[src/rtl/hs_pkg.sv]
// hs_pkg: shared types and widths for the 8-bit handshake stream blocks.
package hs_pkg;
    typedef enum logic {IDLE, SEND} tx_state_t;
    localparam int BYTE_W = 8;
    localparam int LEN_W = 2;
endpackage

[src/rtl/hs_byte_tx.sv]
// hs_byte_tx: serializes upstream words LSB-first onto an 8-bit valid/ready stream with a last-byte marker.
module hs_byte_tx
    import hs_pkg::*;
#(
    parameter int BYTES = 4,
    parameter int CNT_W = 16
) (
    input  logic                    clk,
    input  logic                    reset,
    input  logic                    valid_pre_i,
    output logic                    ready_pre_o,
    input  logic [BYTES*BYTE_W-1:0] data_i,
    input  logic [LEN_W-1:0]        len_i,
    output logic                    valid_post_o,
    input  logic                    ready_post_i,
    output logic [BYTE_W-1:0]       data_o,
    output logic                    last_o,
    output logic [CNT_W-1:0]        byte_cnt_o
);
    tx_state_t               state;
    logic [BYTES*BYTE_W-1:0] sr;
    logic [LEN_W-1:0]        rem;
    logic                    accept;
    logic                    xfer;

    // Combinational path from ready_post_i lets a new word load on the last byte's handshake.
    assign ready_pre_o = (state == IDLE) || (last_o && ready_post_i);
    assign accept      = valid_pre_i && ready_pre_o;
    assign xfer        = valid_post_o && ready_post_i;

    always_ff @(posedge clk or posedge reset) begin
        if (reset) begin
            state        <= IDLE;
            sr           <= '0;
            rem          <= '0;
            valid_post_o <= 1'b0;
            data_o       <= '0;
            last_o       <= 1'b0;
        end else if (accept) begin
            state        <= SEND;
            sr           <= data_i;
            rem          <= len_i;
            valid_post_o <= 1'b1;
            data_o       <= data_i[BYTE_W-1:0];
            last_o       <= (len_i == '0);
        end else if (xfer && !last_o) begin
            sr     <= sr >> BYTE_W;
            rem    <= rem - 1'b1;
            data_o <= sr[2*BYTE_W-1:BYTE_W];
            last_o <= (rem == LEN_W'(1));
        end else if (xfer) begin
            state        <= IDLE;
            valid_post_o <= 1'b0;
        end
    end

    always_ff @(posedge clk or posedge reset) begin
        if (reset) byte_cnt_o <= '0;
        else if (xfer) byte_cnt_o <= byte_cnt_o + 1'b1;
    end
endmodule

[config.mk]
export PLATFORM = sky130hd
export DESIGN_NAME = hs_byte_tx
export DESIGN_NICKNAME = d
export VERILOG_FILES = /design/src/rtl/hs_pkg.sv /design/src/rtl/hs_byte_tx.sv
export SDC_FILE = /design/constraint.sdc
export NUM_CORES = 1
export LEC_CHECK = 0
export ABC_AREA = 1
export CORE_MARGIN = 2
export CORE_UTILIZATION = 52
export CTS_CLUSTER_DIAMETER = 100
export CTS_CLUSTER_SIZE = 25
export DETAILED_ROUTE_END_ITERATION = 8
export GPL_TIMING_DRIVEN = 1
export PLACE_DENSITY_LB_ADDON = 0.05
export RECOVER_POWER = 50
export SYNTH_ARGS = -nofsm -noshare
export SYNTH_HDL_FRONTEND = slang
export SYNTH_SLANG_ARGS = --single-unit
[constraint.sdc]
create_clock -name clk -period 4.4 [get_ports clk]
set_clock_uncertainty 0.1 [all_clocks]
set_input_delay 0.66 -clock clk [delete_from_list [all_inputs] [get_ports clk]]
set_output_delay 0.66 -clock clk [all_outputs]
set_load 0.1 [all_outputs]
==> After elaboration in Yosys (flattened, before gate mapping) <==
Cells that the tools add are included.
{ "word_totals": {"out_inout_bits": 27, "elab_cells": 32, "ff_bits": 60} }
{ "op_classes": {"n_bitwise": 1, "reduce_logical": 10, "eq_ne": 2, "mux": 11, "n_addsub": 2} }
{ "op_table": {"columns": ["cell", "count"], "rows": [
  ["two-way mux 32 bit", 2],
  ["adder 16 x 1 -> 16 bit, second input constant", 1],
  ["two-way mux 8 bit", 2],
  ["two-way mux 1 bit", 5],
  ["logical AND 1 bit", 4],
  ["two-way mux 2 bit", 2],
  ["nonzero test 2 bit", 2],
  ["equality test 2 x 1 -> 1 bit, second input constant", 1],
  ["logical NOT 2 bit", 1],
  ["inequality test 2 bit, second input constant", 1],
  ["AND reduction 2 bit", 1],
  ["subtractor 2 x 1 -> 2 bit, second input constant", 1],
  ["logical NOT 1 bit", 1],
  ["logical OR 1 bit", 1],
  ["inverter 1 bit", 1]
]} }

==> Depth between registers and ports, before layout <==
{ "logic_depth": {"word_depth": 5, "ltp_mapped": 8, "mapped_depth_nobuf": 8} }

==> Least setup slack after synthesis <==
OpenSTA, ideal clock, no wires.
{ "synth_path": {"kind": "register to register", "start": "register state", "end": "register rem[0]", "path_stages_with_launch": 8, "slack_ns": 1.602, "setup_time_ns": 0.087, "arrival_time_ns": 2.611, "path_cell_list": "dfrtp_1 -> nand2_1 -> nand2_2 -> nand2_2 -> inv_2 -> buf_6 -> nand2_1 -> o211ai_1"} }
{ "synth_between": {"elab_chain_cells": 4} }
{ "synth_rtl": {"columns": ["item", "line_no", "text"], "rows": [
  ["start, declared", "hs_byte_tx.sv:20", "tx_state_t state;"],
  ["start signal, assigned", "hs_byte_tx.sv:33", "state <= IDLE;"],
  ["start signal, assigned", "hs_byte_tx.sv:40", "state <= SEND;"],
  ["start signal, assigned", "hs_byte_tx.sv:52", "state <= IDLE;"],
  ["inverter 1 bit (*)", "hs_byte_tx.sv:27", "assign ready_pre_o = (state == IDLE) || (last_o && ready_post_i);"],
  ["logical OR 1 bit (*)", "hs_byte_tx.sv:27", null],
  ["via ready_pre_o", "hs_byte_tx.sv:11", "output logic ready_pre_o,"],
  ["logical AND 1 bit (*)", "hs_byte_tx.sv:28", "assign accept = valid_pre_i && ready_pre_o;"],
  ["two-way mux 2 bit or nonzero test 2 bit (tied branches)", null, null],
  ["end signal, assigned", "hs_byte_tx.sv:42", "rem <= len_i;"],
  ["end signal, assigned", "hs_byte_tx.sv:48", "rem <= rem - 1'b1;"],
  ["end, declared", "hs_byte_tx.sv:22", "logic [LEN_W-1:0] rem;"]
]} }
Mark *: on every way through the listed nets, which the timed path passes. The rest lies on a longest branch.
A chain may end at the register's enable or synchronous reset.

==> Worst setup path in the final report <==
{ "layout_path": {"start": "register last_o", "end": "output last_o"} }
{ "layout_rtl": {"columns": ["item", "line_no", "text"], "rows": [
  ["start, declared", "hs_byte_tx.sv:17", "output logic last_o,"],
  ["start signal, assigned", "hs_byte_tx.sv:45", "last_o <= (len_i == '0);"],
  ["start signal, assigned", "hs_byte_tx.sv:50", "last_o <= (rem == LEN_W'(1));"]
]} }
No word-level cell between the ends.

==> key figures <==
Outcome
  – Outcome: finished, violations left
  – Violated checks: max-capacitance violations, max-slew violations

Synth
  – Compound-cell area share of the yosys netlist: 0.07087
  – Top area cells in the synthesized netlist: dfrtp_1 (54%), nand2_1 (16%), inv_1 (4.7%)
  – Avg Inst Size Synth: between 8 and 9 µm²
  – Yosys warnings: 0
  – Synth Area in XOR/XNOR: 0.03983
  – Mapped Nets: 325
  – Post-synthesis adder-cell area fraction: 0.01035
  – Mapped cell area: around 2400 µm²
  – Seq/Total Area, Yosys: 0.5380
  – Simple-Gate Fraction of Synth Area: 0.2416
  – Number of synthesized register bits: 52
  – Post-synthesis mux area share: 0
  – Mapped Cells: 285
  – Synth area leader: dfrtp_1
  – Synth top area share: 0.5380
  – Netlist cell types: 24
  – Largest family of logic cells by synthesized area: simple AND/OR/NAND/NOR gates

Final layout
  – Reg area: 1301 µm²
  – Layout Nets: 380
  – Multi-input logic area: 872.1 µm²
  – Fill cell count: 372
  – Antenna Cells: 0
  – Commonest non-fill, non-tap cells in the layout: nand2_1 (103), clkdlybuf4s50_1 (61), dfrtp_1 (52)
  – Share of cells above drive strength 1: 0.03824
  – Most common cell after layout, fill and taps aside: nand2_1
  – Layout area overhead: 27.26%

Worst setup path
  – Crit path kind: flip-flop to output pin
  – Largest fanout on the critical path: 4
  – Critical Path Source Type: flip-flop
  – Crit path depth: 1
  – Critical path origin: last_o
  – WP buf/inv: 1
  – Data arrival, critical path: 1.90 ns
  – Worst EP required: around 3.6 ns
  – Reg2Reg Setup Slack: between 2 and 2.5 ns
  – CP delay by family, top: buffers and inverters
  – Worst R2R Start: state
  – Worst Reg-to-Reg Cells: 7
  – CP max stage cell: clkdlybuf4s50_1
  – CP peak stage delay: 1.17 ns
  – Setup crit end kind: output pin
  – Worst path cell trace: clkdlybuf4s50_1

STA
  – Fin. Hold Viols: 0
  – Worst Tran Pin Value: 1.893 ns
  – Tmin final: 2.665 ns
  – Post-Route Setup TNS: 0 ns
  – Final-report setup violation count: 0
  – Max Clk Rate: 375.2 MHz
  – Tcrit/Tclk final: 0.6057
  – RSZ-0062 raised after global routing: false
  – Final slew viol count: 53
  – Rel. slew slack: -0.2631

CTS
  – Longest Clk Path Bufs: 2
  – Post_cts resized: 0
  – # hold bufs at CTS: 0
  – Post-CTS Setup Bufs: 0
  – Root Buffer: clkbuf_8
  – TritonCTS Buffers: 5
  – H-tree levels: 2
  – Clock latency on the worst-skew pair: 0.30 ns
  – Clock transition at path regs: approximately 0.090 ns
  – CTS tree: done
  – CTS sink count: 52

Global route
  – Vias in the first global route: 1,898
  – Overall Global Routing Usage: 0.1987
  – Largest net degree at the start of global routing: between 50 and 60
  – Gr ovfl total: 0
  – Global-route wire length before repair: 8121 µm
  – Antenna violations before repair: 0

Floorplan
  – DIE WIDTH: 72.20 µm
  – Die ar.: 5213 µm²
  – Initial Utilization: 0.5479
  – IO Count: 65
  – Core region area: roughly 4400 µm²
  – Die Y: 72.20 µm
  – Num rows: 24

Route
  – Post-detailed-route wirelength per cell: 11.71 µm
  – Final wirelength: ~4600 µm
  – Number of detailed-route iterations in the first pass: 4
  – Final ANT Viol Nets: 0
  – DR iter-0 viols: 86
  – Via density: 5.028
  – Drt drc: 0
  – Vias: ~2,000

Power
  – Peak supply drop: approximately 590 µV
  – Comb power frac: 0.528
  – Sw Share: 0.5115
  – Power per Cell Area: 712.4 nW/µm²
  – Sequential cell fraction of total power: 0.356
  – Clk network pwr share: 0.116
  – Int Pwr: 1071 µW
  – PnR Total Power: about 2200 µW
  – Net Sw Power: 1122 µW
  – LEAKAGE: approximately 0.0015 µW

Placed design
  – Port Buf Inserts: 64
  – Gpl congestion: 0.7669
  – HPWL after detailed placement: 3382 µm

Hold path
  – Worst min path class: flip-flop to flip-flop
  – Hold_sp: data_o[0]
  – Hold Crit Depth: 2

Run
  – Max Cap Viol: 1
power groups by stage:
stage          combinational (µW)  clock [µW]  sequential (µW)
6_report                     1160         254              780
5_1_grt                      1240         280              806
4_1_cts                      1170         260              780
3_5_place_dp                 1170           0              789
3_3_place_gp                 1150           0              785
2_1_floorplan                 729           0             1020
cell families after synthesis:
family                     count (synthesis)
AOI/OAI and AO/OA                         28
xor gates and xnor gates                  11
adders and majority gates                  2
buffers and inverters                     49
DFF                                       52
and+or+nand+nor                          143
cell usage after synthesis:
cell and instances:
o31ai_1 1, and2_1 1, xnor2_1 2, nand4_1 1
nor2_4 1, buf_4 10, inv_1 30, o21ai_0 13
nor3_1 1, clkbuf_2 1, clkbuf_1 1, o211ai_1 10
nor2_1 14, inv_2 3, ha_1 2, nand2_2 3
xor2_1 9, buf_6 2, dfrtp_1 52, a31o_2 1
o21ai_1 3, nand2_1 101, nand3_1 21, buf_2 2
cell type report:
class	count	share of cell area
flip-flops and latches	52	0.4228
clock buffers	6	0.02358
clock inverters	1	0.001626
multi-input cells	184	0.2833
repair buffers	64	0.2073
inverters	33	0.04024
well taps	52	0.02114
state kept, by name, summed over array words and instances, names as in the netlist:
register / cells
state: 1
last_o: 1
sr: 25
rem: 2
byte_cnt_o: 16
data_o: 7
worst paths after layout:
check                             to
setup / recovery              last_o
hold / removal             data_o[0]
setup reg to reg              sr[14]
hold reg to reg            data_o[0]
max in group asynchronous     sr[31]
min in group asynchronous  data_o[1]
per-stage QoR:
stage / cells / utilization / area, µm² / hold WS, ns / setup slack (ns)
final: 392 / 0.6973 / 3078 / 0.3872 / 1.735
after global routing: 392 / 0.6973 / 3078 / 0.4193 / 1.357
after CTS: 392 / 0.6984 / 3083 / 0.3893 / 1.718
after detailed placement: 385 / 0.6808 / 3005 / 0.3681 / 1.678
after global placement: 385 / 0.6808 / 3005 / 0.3660 / 1.756
after floorplan: 285 / - / 2419 / 0.3524 / 1.603
layer usage:
| layer | part of all wire | vias up | track usage |
|---|---|---|---|
| met5 | 0 | - | 0 |
| met4 | 0.013 | 0 | 0.06918 |
| met3 | 0.056 | 6 | 0.04722 |
| met2 | 0.46 | 51 | 0.3078 |
| met1 | 0.47 | 922 | 0.2756 |
| li1 | - | 992 | - |
Power figures use the tool's default switching activity.
